<file path="config.mk">
export PLATFORM = sky130hd
export DESIGN_NAME = ram_storer
export DESIGN_NICKNAME = d
export VERILOG_FILES = /design/src/rtl/brightness_pkg.sv /design/src/rtl/pe_saturate.sv /design/src/rtl/ram_storer.sv
export SDC_FILE = /design/constraint.sdc
export NUM_CORES = 1
export LEC_CHECK = 0
export BUFFER_PORTS_ARGS = -buffer_cell sky130_fd_sc_hd__buf_2
export CAP_MARGIN = 20
export CELL_PAD_IN_SITES_DETAIL_PLACEMENT = 1
export CELL_PAD_IN_SITES_GLOBAL_PLACEMENT = 1
export CORE_MARGIN = 5
export CORE_UTILIZATION = 46
export CTS_CLUSTER_DIAMETER = 40
export DETAILED_ROUTE_END_ITERATION = 10
export PLACE_DENSITY_LB_ADDON = 0.1
export REMOVE_ABC_BUFFERS = 1
export SYNTH_ARGS = -nofsm -noshare
export SYNTH_HDL_FRONTEND = slang
export SYNTH_SLANG_ARGS = --single-unit
</file>
<file path="constraint.sdc">
create_clock -name clk -period 4.61 [get_ports clk]
set_input_delay 0.6915 -clock clk [delete_from_list [all_inputs] [get_ports clk]]
set_output_delay 0.6915 -clock clk [all_outputs]
set_load 0.005 [all_outputs]
</file>
<file path="src/rtl/brightness_pkg.sv">
// Shared definitions for the brightness pipeline RAM movers (ram_loader / ram_storer).
package brightness_pkg;

  localparam int DEF_RAM_ADDR_WIDTH = 6;
  localparam int DEF_RAM_DATA_WIDTH = 8;
  localparam int DEF_PE_DATA_WIDTH  = 16;
  localparam int DEF_DEPTH          = 4;

  typedef enum logic [1:0] {
    IDLE  = 2'd0,
    WAIT  = 2'd1,
    WRITE = 2'd2,
    DONE  = 2'd3
  } state_t;

endpackage

</file>
<file path="src/rtl/pe_saturate.sv">
// Clamps one signed PE result lane into an unsigned pixel range.
module pe_saturate
  import brightness_pkg::*;
#(
  parameter int IN_W  = DEF_PE_DATA_WIDTH,
  parameter int OUT_W = DEF_RAM_DATA_WIDTH
) (
  input  logic signed [IN_W-1:0] value,
  output logic        [OUT_W-1:0] pixel
);

  localparam logic signed [IN_W-1:0] MAX_VAL = IN_W'((1 << OUT_W) - 1);

  function automatic logic [OUT_W-1:0] saturate(input logic signed [IN_W-1:0] v);
    logic [OUT_W-1:0] result;
    if (v < 0) begin
      result = '0;
    end else if (v > MAX_VAL) begin
      result = '1;
    end else begin
      result = v[OUT_W-1:0];
    end
    return result;
  endfunction

  assign pixel = saturate(value);

endmodule

</file>
<file path="src/rtl/ram_storer.sv">
// Captures blocks of DEPTH PE lanes and writes them, saturated to pixels, into
// consecutive RAM locations until the whole RAM has been filled once.
module ram_storer
  import brightness_pkg::*;
#(
  parameter int RAM_ADDR_WIDTH = DEF_RAM_ADDR_WIDTH,
  parameter int RAM_DATA_WIDTH = DEF_RAM_DATA_WIDTH,
  parameter int PE_DATA_WIDTH  = DEF_PE_DATA_WIDTH,
  parameter int DEPTH          = DEF_DEPTH
) (
  input  logic                            clk,
  input  logic                            reset,
  input  logic                            start,
  input  logic [PE_DATA_WIDTH*DEPTH-1:0]  data_in,
  input  logic                            data_valid,
  output logic                            data_ready,
  output logic                            ram_we,
  output logic [RAM_ADDR_WIDTH-1:0]       ram_address,
  output logic [RAM_DATA_WIDTH-1:0]       ram_data,
  output logic                            done
);

  localparam int CNT_W = (DEPTH > 1) ? $clog2(DEPTH) : 1;
  localparam logic [CNT_W-1:0]          LAST_WORD  = CNT_W'(DEPTH - 1);
  localparam logic [RAM_ADDR_WIDTH-1:0] TOP_ADDR   = '1;
  localparam logic [RAM_ADDR_WIDTH-1:0] BLOCK_STEP = RAM_ADDR_WIDTH'(DEPTH);

  state_t state, next_state;

  logic [RAM_ADDR_WIDTH-1:0]       base_addr;
  logic [RAM_ADDR_WIDTH-1:0]       write_addr;
  logic [RAM_ADDR_WIDTH-1:0]       addr_hold;
  logic [RAM_DATA_WIDTH-1:0]       data_hold;
  logic [RAM_DATA_WIDTH-1:0]       write_data;
  logic [CNT_W-1:0]                word_counter;
  logic signed [PE_DATA_WIDTH-1:0] lane_p0 [DEPTH];
  logic [RAM_DATA_WIDTH-1:0]       pixel_p0 [DEPTH];

  logic accept;
  logic last_word;
  logic arm;

  assign accept     = (state == WAIT) && data_valid;
  assign last_word  = (state == WRITE) && (word_counter == LAST_WORD);
  assign arm        = start && ((state == IDLE) || (state == DONE));
  assign write_addr = base_addr + RAM_ADDR_WIDTH'(word_counter);
  assign write_data = pixel_p0[word_counter];

  // Stage p0: captured lanes feed the saturators; writes read them one per cycle
  for (genvar k = 0; k < DEPTH; k++) begin : g_sat
    pe_saturate #(
      .IN_W  (PE_DATA_WIDTH),
      .OUT_W (RAM_DATA_WIDTH)
    ) u_sat (
      .value (lane_p0[k]),
      .pixel (pixel_p0[k])
    );
  end

  always_ff @(posedge clk) begin
    if (reset) begin
      state <= IDLE;
    end else begin
      state <= next_state;
    end
  end

  always_comb begin
    next_state = state;
    case (state)
      IDLE:    if (start) next_state = WAIT;
      WAIT:    if (data_valid) next_state = WRITE;
      WRITE:   if (last_word) next_state = (write_addr == TOP_ADDR) ? DONE : WAIT;
      DONE:    if (start) next_state = WAIT;
      default: next_state = IDLE;
    endcase
  end

  // Address/data are live during WRITE and otherwise replay the last write
  always_comb begin
    data_ready  = (state == WAIT);
    ram_we      = (state == WRITE);
    done        = (state == DONE);
    ram_address = ram_we ? write_addr : addr_hold;
    ram_data    = ram_we ? write_data : data_hold;
  end

  always_ff @(posedge clk) begin
    if (reset) begin
      base_addr    <= '0;
      word_counter <= '0;
      addr_hold    <= '0;
      data_hold    <= '0;
      for (int k = 0; k < DEPTH; k++) begin
        lane_p0[k] <= '0;
      end
    end else begin
      if (arm) begin
        base_addr <= '0;
      end
      if (accept) begin
        word_counter <= '0;
        for (int k = 0; k < DEPTH; k++) begin
          lane_p0[k] <= data_in[k*PE_DATA_WIDTH +: PE_DATA_WIDTH];
        end
      end
      if (state == WRITE) begin
        addr_hold    <= write_addr;
        data_hold    <= write_data;
        word_counter <= last_word ? '0 : word_counter + 1'b1;
        // Full RAM wraps base_addr back to zero exactly as DONE is entered
        if (last_word) begin
          base_addr <= base_addr + BLOCK_STEP;
        end
      end
    end
  end

endmodule

</file>
# ---- Word level (Yosys, flattened, before mapping)
# Memories as Yosys holds them, arrays and structs flattened.
# Index checks and enable logic that the tools add are counted.
dict set report totals {
  output_inout_bits 17
  elab_cells 72
  in_bits 68
  ramBits 64
  mem_count 1
  reg_bits 24
}
dict set report classes {
  mux 33
  magnitude_cmp 9
  bitwise 5
  n_eq_ne 8
  n_reduce_logical 8
  add_sub_neg 3
}
# name words word_bits rd rd_clocked_by_memory_dff write_ports line
set memory_table {}
lappend memory_table {lane_p0 4 16 4 0 4 ram_storer.sv:36} ;# logic signed [PE_DATA_WIDTH-1:0] lane_p0 [DEPTH];
# operator n
set ops {}
lappend ops {{2-to-1 mux 8 bit} 11}
lappend ops {{> comparator 16 x 9 -> 1 bit, second input constant} 4}
lappend ops {{less-than comparator 16 x 1 -> 1 bit, second input constant} 4}
lappend ops {{2-to-1 mux 16 bit} 4}
lappend ops {{2-to-1 mux 6 bit} 4}
lappend ops {{binary-select mux 8 bit (select 2 bit)} 1}
lappend ops {{2-to-1 mux 2 bit} 7}
lappend ops {{adder 6 x 2 -> 6 bit} 1}
lappend ops {{adder 6 x 3 -> 6 bit, second input constant} 1}
lappend ops {{equality test 2 bit, second input constant} 3}
lappend ops {{equality test 6 bit, second input constant} 1}
lappend ops {{one-hot mux 2 bit (3 select lines)} 1}
lappend ops {{2-to-1 mux 1 bit} 5}
lappend ops {{!= test 2 x 1 -> 1 bit, second input constant} 2}
lappend ops {{OR 1 bit} 4}
lappend ops {{>= comparator 3 bit, second input constant} 1}
lappend ops {{logical AND 1 bit} 3}
lappend ops {{NOT 2 -> 3 bit} 1}
lappend ops {{AND reduction 3 bit} 1}
lappend ops {{adder 2 x 1 -> 2 bit, second input constant} 1}
lappend ops {{equality test 2 x 1 -> 1 bit, second input constant} 1}
lappend ops {{zero test 2 bit} 1}
lappend ops {{!= test 2 bit, second input constant} 1}
lappend ops {{nonzero test 2 bit} 1}
lappend ops {{2 further kinds} 2}

# ---- Logic depth before layout (Yosys ltp)
dict set report depth {
  word_depth 7
  ltp_mapped 7
  mapped_depth_nobuf 6
}

# ---- By module
# From an unflattened synthesis, not the netlist that was laid out.
dict set report hier_totals {
  hier_cells 355
  hier_area_um2 4231.6
}
# mod cells_per_inst seq_area_each_um2 area_per_inst_um2 n_inst
set modules_own_cells {}
lappend modules_own_cells {ram_storer 275 2402.3 3776.1 1}
lappend modules_own_cells {pe_saturate 20 0.0 113.9 4}

# ---- Worst setup path after synthesis
# Ideal clock, no wire load.
dict set report synth_path {
  kind {input -> register}
  start {input reset}
  end {memory lane_p0[0][0] (netlist name) (enable)}
  stages 3
  n_path_buf 2
  required_ns 4.178
  arrival_ns 2.808
  setup_slack_ns 1.370
  setup_ns 0.432
  cell_sequence {clkbuf_1 > clkbuf_1 > nand2b_1}
}
# element line
set synth_rtl {}
lappend synth_rtl {{start: declaration} ram_storer.sv:12} ;# input logic reset,
lappend synth_rtl {{end: declaration} ram_storer.sv:36}

# ---- Worst setup path in the final report
dict set report layout_path {
  start {register state[1]}
  end {output ram_data[7]}
}
dict set report layout_via {
  elab_chain_len 2
}
# element line
set layout_lines {}
lappend layout_lines {{start: declaration} ram_storer.sv:28} ;# state_t state, next_state;
lappend layout_lines {{start signal: assignment} ram_storer.sv:64} ;# state <= next_state;
lappend layout_lines {{equality test 2 bit} ram_storer.sv:82} ;# ram_we = (state == WRITE);
lappend layout_lines {{2-to-1 mux 8 bit} --}
lappend layout_lines {{end: declaration} ram_storer.sv:19} ;# output logic [RAM_DATA_WIDTH-1:0] ram_data,
# Every way passes these cells.

==> impl_metrics.toml <==
[run_status]
status = "finished clean"

[worst_setup_path]
cp-start-kind = "register"
cp.arrival_ns = 2.30
cp.required_ns = 3.92
path_class = "reg -> out"
crit_path_end_kind = "output pin"
critical_path_peak_fanout = 8

[die]
coreArea_um2 = 8678
io-pin-count = 85
fp.dieH_um = 104.0
die-area_um2 = 10820
fp-row-count = 34
dieWidth_um = 104.0
start_util_pct = 46.87

[logic_synthesis]
yosysSeqAreaShare_pct = 59.06
syn_inst = 347
yosysTopAreaCell = "edfxtp_1"
yosys_most_used_dff = "edfxtp_1"
synth_edf_count = 64
syn_avg_cell_area_um2 = 11.72
async_flop_share_pct = 0
synthTopCellsByArea = "edfxtp_1, dfxtp_1, and2_1"
synth_top_area_share_pct = 47.25
synth.distinct_cells = 45
ys_ff_latch = 88
synth_area_um2 = 4068
yosys_warnings = 0

[clock_tree]
cts_made_buffers = 9
cts_setup_buffers = 0
tritoncts = "yes"
clkSinkCount = 88
clockBufferDepth = 2
clk_pin_slew_worst_paths_ns = 0.10
htreeDepth = 3
postCtsHoldBufs = 0
insertion_delay_ns = 0.35
cts_root_buf = "clkbuf_8"
cts_resized = 0

[global_route]
grt_use_met2_pct = 27.41
grt_pass1_vias = 3013
grt_pass1_wl_um = 14660
antenna_found_initial = 0
grt_util_all_layers_pct = 16.50
grt.busiest_layer = "met2"
grt_max_degree = 65
met3_usage_pct = 3.228
grt-ovfl-total = 0
met1_usage_pct = 21.47

[route]
totalWireLength_um = 8808
avgViaCountPerCell = 5.231
post_drt_wl_per_cell_um = 16.25
drcViolationCount = 0
vias = 2835
initialDrtViolationCount = 81
drtPass1Iterations = 4
postRouteAntennaNets = 0

[final_layout]
num-fill-cells = 945
num-nets-final = 506
area.growth.synth_to_final_pct = 17.35
drive_above_1_share_pct = 27.88
antennaDiodeCount = 0

[power_and_ir_drop]
ir_worst_vdd_v = 0.0001543
cellLeakagePower_uw = 0.001934
power.density_nw_per_um2 = 429.9

[min_path]
holdCritPathClass = "reg -> reg"

[placement]
routabilityCongestion = 0.7442
port_buffers = 84
dp_hpwl_um = 6500

[timing]
period_share_pct = 64.86
rsz0062_at_grt = "no"
finalSetupTns_ns = 0
clock_skew_ns = 0.01498
fmax_ghz = 0.3344
slew_headroom_pct = 63.21
finalSetupViolations = 0
finalHoldViolCount = 0
slew_viol_final = 0
tightest_slew_ns = 0.5519
fin_crit_ns = 2.990
hold_ws_ns = 0.4821

[run]
cap_violations = 0
==> Yosys cell counts (2+ instances only) <==
cell / n
a21o_1: 3
nor3_2: 2
nor2b_1: 6
ha_1: 8
mux2_2: 3
o21ai_0: 2
nand2_1: 6
edfxtp_1: 64
a31oi_1: 22
nand2b_1: 5
a2111oi_1: 5
nor2_1: 30
and2_1: 66
a2111oi_2: 4
dfxtp_1: 24
nor4_1: 2
a21oi_1: 11
inv_1: 21
xnor2_1: 2
o32ai_1: 7
nor3_1: 12
nor4_4: 3
a21oi_2: 3
clkbuf_1: 11
a211oi_1: 2
xor2_1: 2
buf_1: 3
==> cell usage in the layout, fill, tap and decap left out, types with 9 or more instances in the layout <==
| cell | n |
|---|---|
| dfxtp_1 | 24 |
| edfxtp_1 | 64 |
| a21oi_1 | 11 |
| nor3_1 | 12 |
| a31oi_1 | 22 |
| inv_1 | 21 |
| and2_1 | 66 |
| nor2_1 | 29 |
| buf_2 | 84 |
| clkbuf_8 | 9 |
==> final timing paths <==
check / startpoint / slack (ns) / to / cells past startpoint
worst max-delay path: state[1]$_SDFFE_PP0P_ / 1.62 / ram_data[7] / 6
worst min-delay path: base_addr[0]$_SDFFE_PP0P_ / 0.48 / base_addr[0]$_SDFFE_PP0P_ / 1
worst max register to register: state[1]$_SDFFE_PP0P_ / 2.38 / lane_p0[2][15]$_SDFFCE_PN0P_ / 5
worst min register to register: base_addr[0]$_SDFFE_PP0P_ / 0.48 / base_addr[0]$_SDFFE_PP0P_ / 1
==> worst max-delay path: stages (launching register included) <==
cell and delay [ns]:
dfxtp_1 0.40, ha_1 0.39, nand2b_1 0.32, a21o_1 0.25, o32ai_1 0.31, nor2_1 0.12
buf_2 0.16
==> stage by stage <==
stage          utilization, %  worst slack, ns  std cells  area [µm²]  total power, µW
2_1_floorplan               -            1.913        331        4003             1387
4_1_cts                 54.77            1.605        541        4753             2072
6_report                55.00            1.620        542        4773             2052
3_5_place_dp            52.81            1.883        525        4583             1596
5_1_grt                 55.00            1.454        542        4773             2173
3_3_place_gp            52.81            1.994        525        4583             1569
==> state kept, by name, summed over array words and instances (netlist names) <==
| register | cells |
|---|---|
| lane_p0 | 64 |
| data_hold | 8 |
| addr_hold | 6 |
| base_addr | 6 |
| state | 2 |
| word_counter | 2 |
==> cells by family after synthesis <==
group                      count (synthesis)  share of synthesized area [%]
DFF                                       88                          59.06
buffers and inverters                     37                          3.537
and+or+nand+nor                          142                          20.92
xor gates and xnor gates                   4                         0.8614
adders and majority gates                  9                          2.953
muxes                                      4                          1.077
AOI/OAI and AO/OA                         63                          11.60
==> layout make-up <==
cell class | instances | area, µm² | area share (%)
sequential | 88 | 2402 | 50.33
multi-input combinational | 222 | 1531 | 32.08
timing repair buffer | 87 | 455.4 | 9.541
tap | 108 | 135.1 | 2.831
clock buffer | 9 | 123.9 | 2.595
inverter | 21 | 78.83 | 1.651
clock inverter | 7 | 46.29 | 0.9699
==> metal layers <==
| layer | vias up | part of all wire [%] |
|---|---|---|
| li1 | 1414 | - |
| met4 | 0 | 1.7 |
| met3 | 10 | 4.1 |
| met5 | - | 0 |
| met2 | 69 | 48 |
| met1 | 1342 | 46 |
==> where the power goes <==
group / switching (µW) / leakage [µW] / internal, µW
registers: 60.5 / 0.000866 / 991
clock network: 284 / 0.0000730 / 194
logic: 315 / 0.000996 / 207
total: 660 / 0.00193 / 1390
No activity file was read; power rests on OpenSTA's default activity.
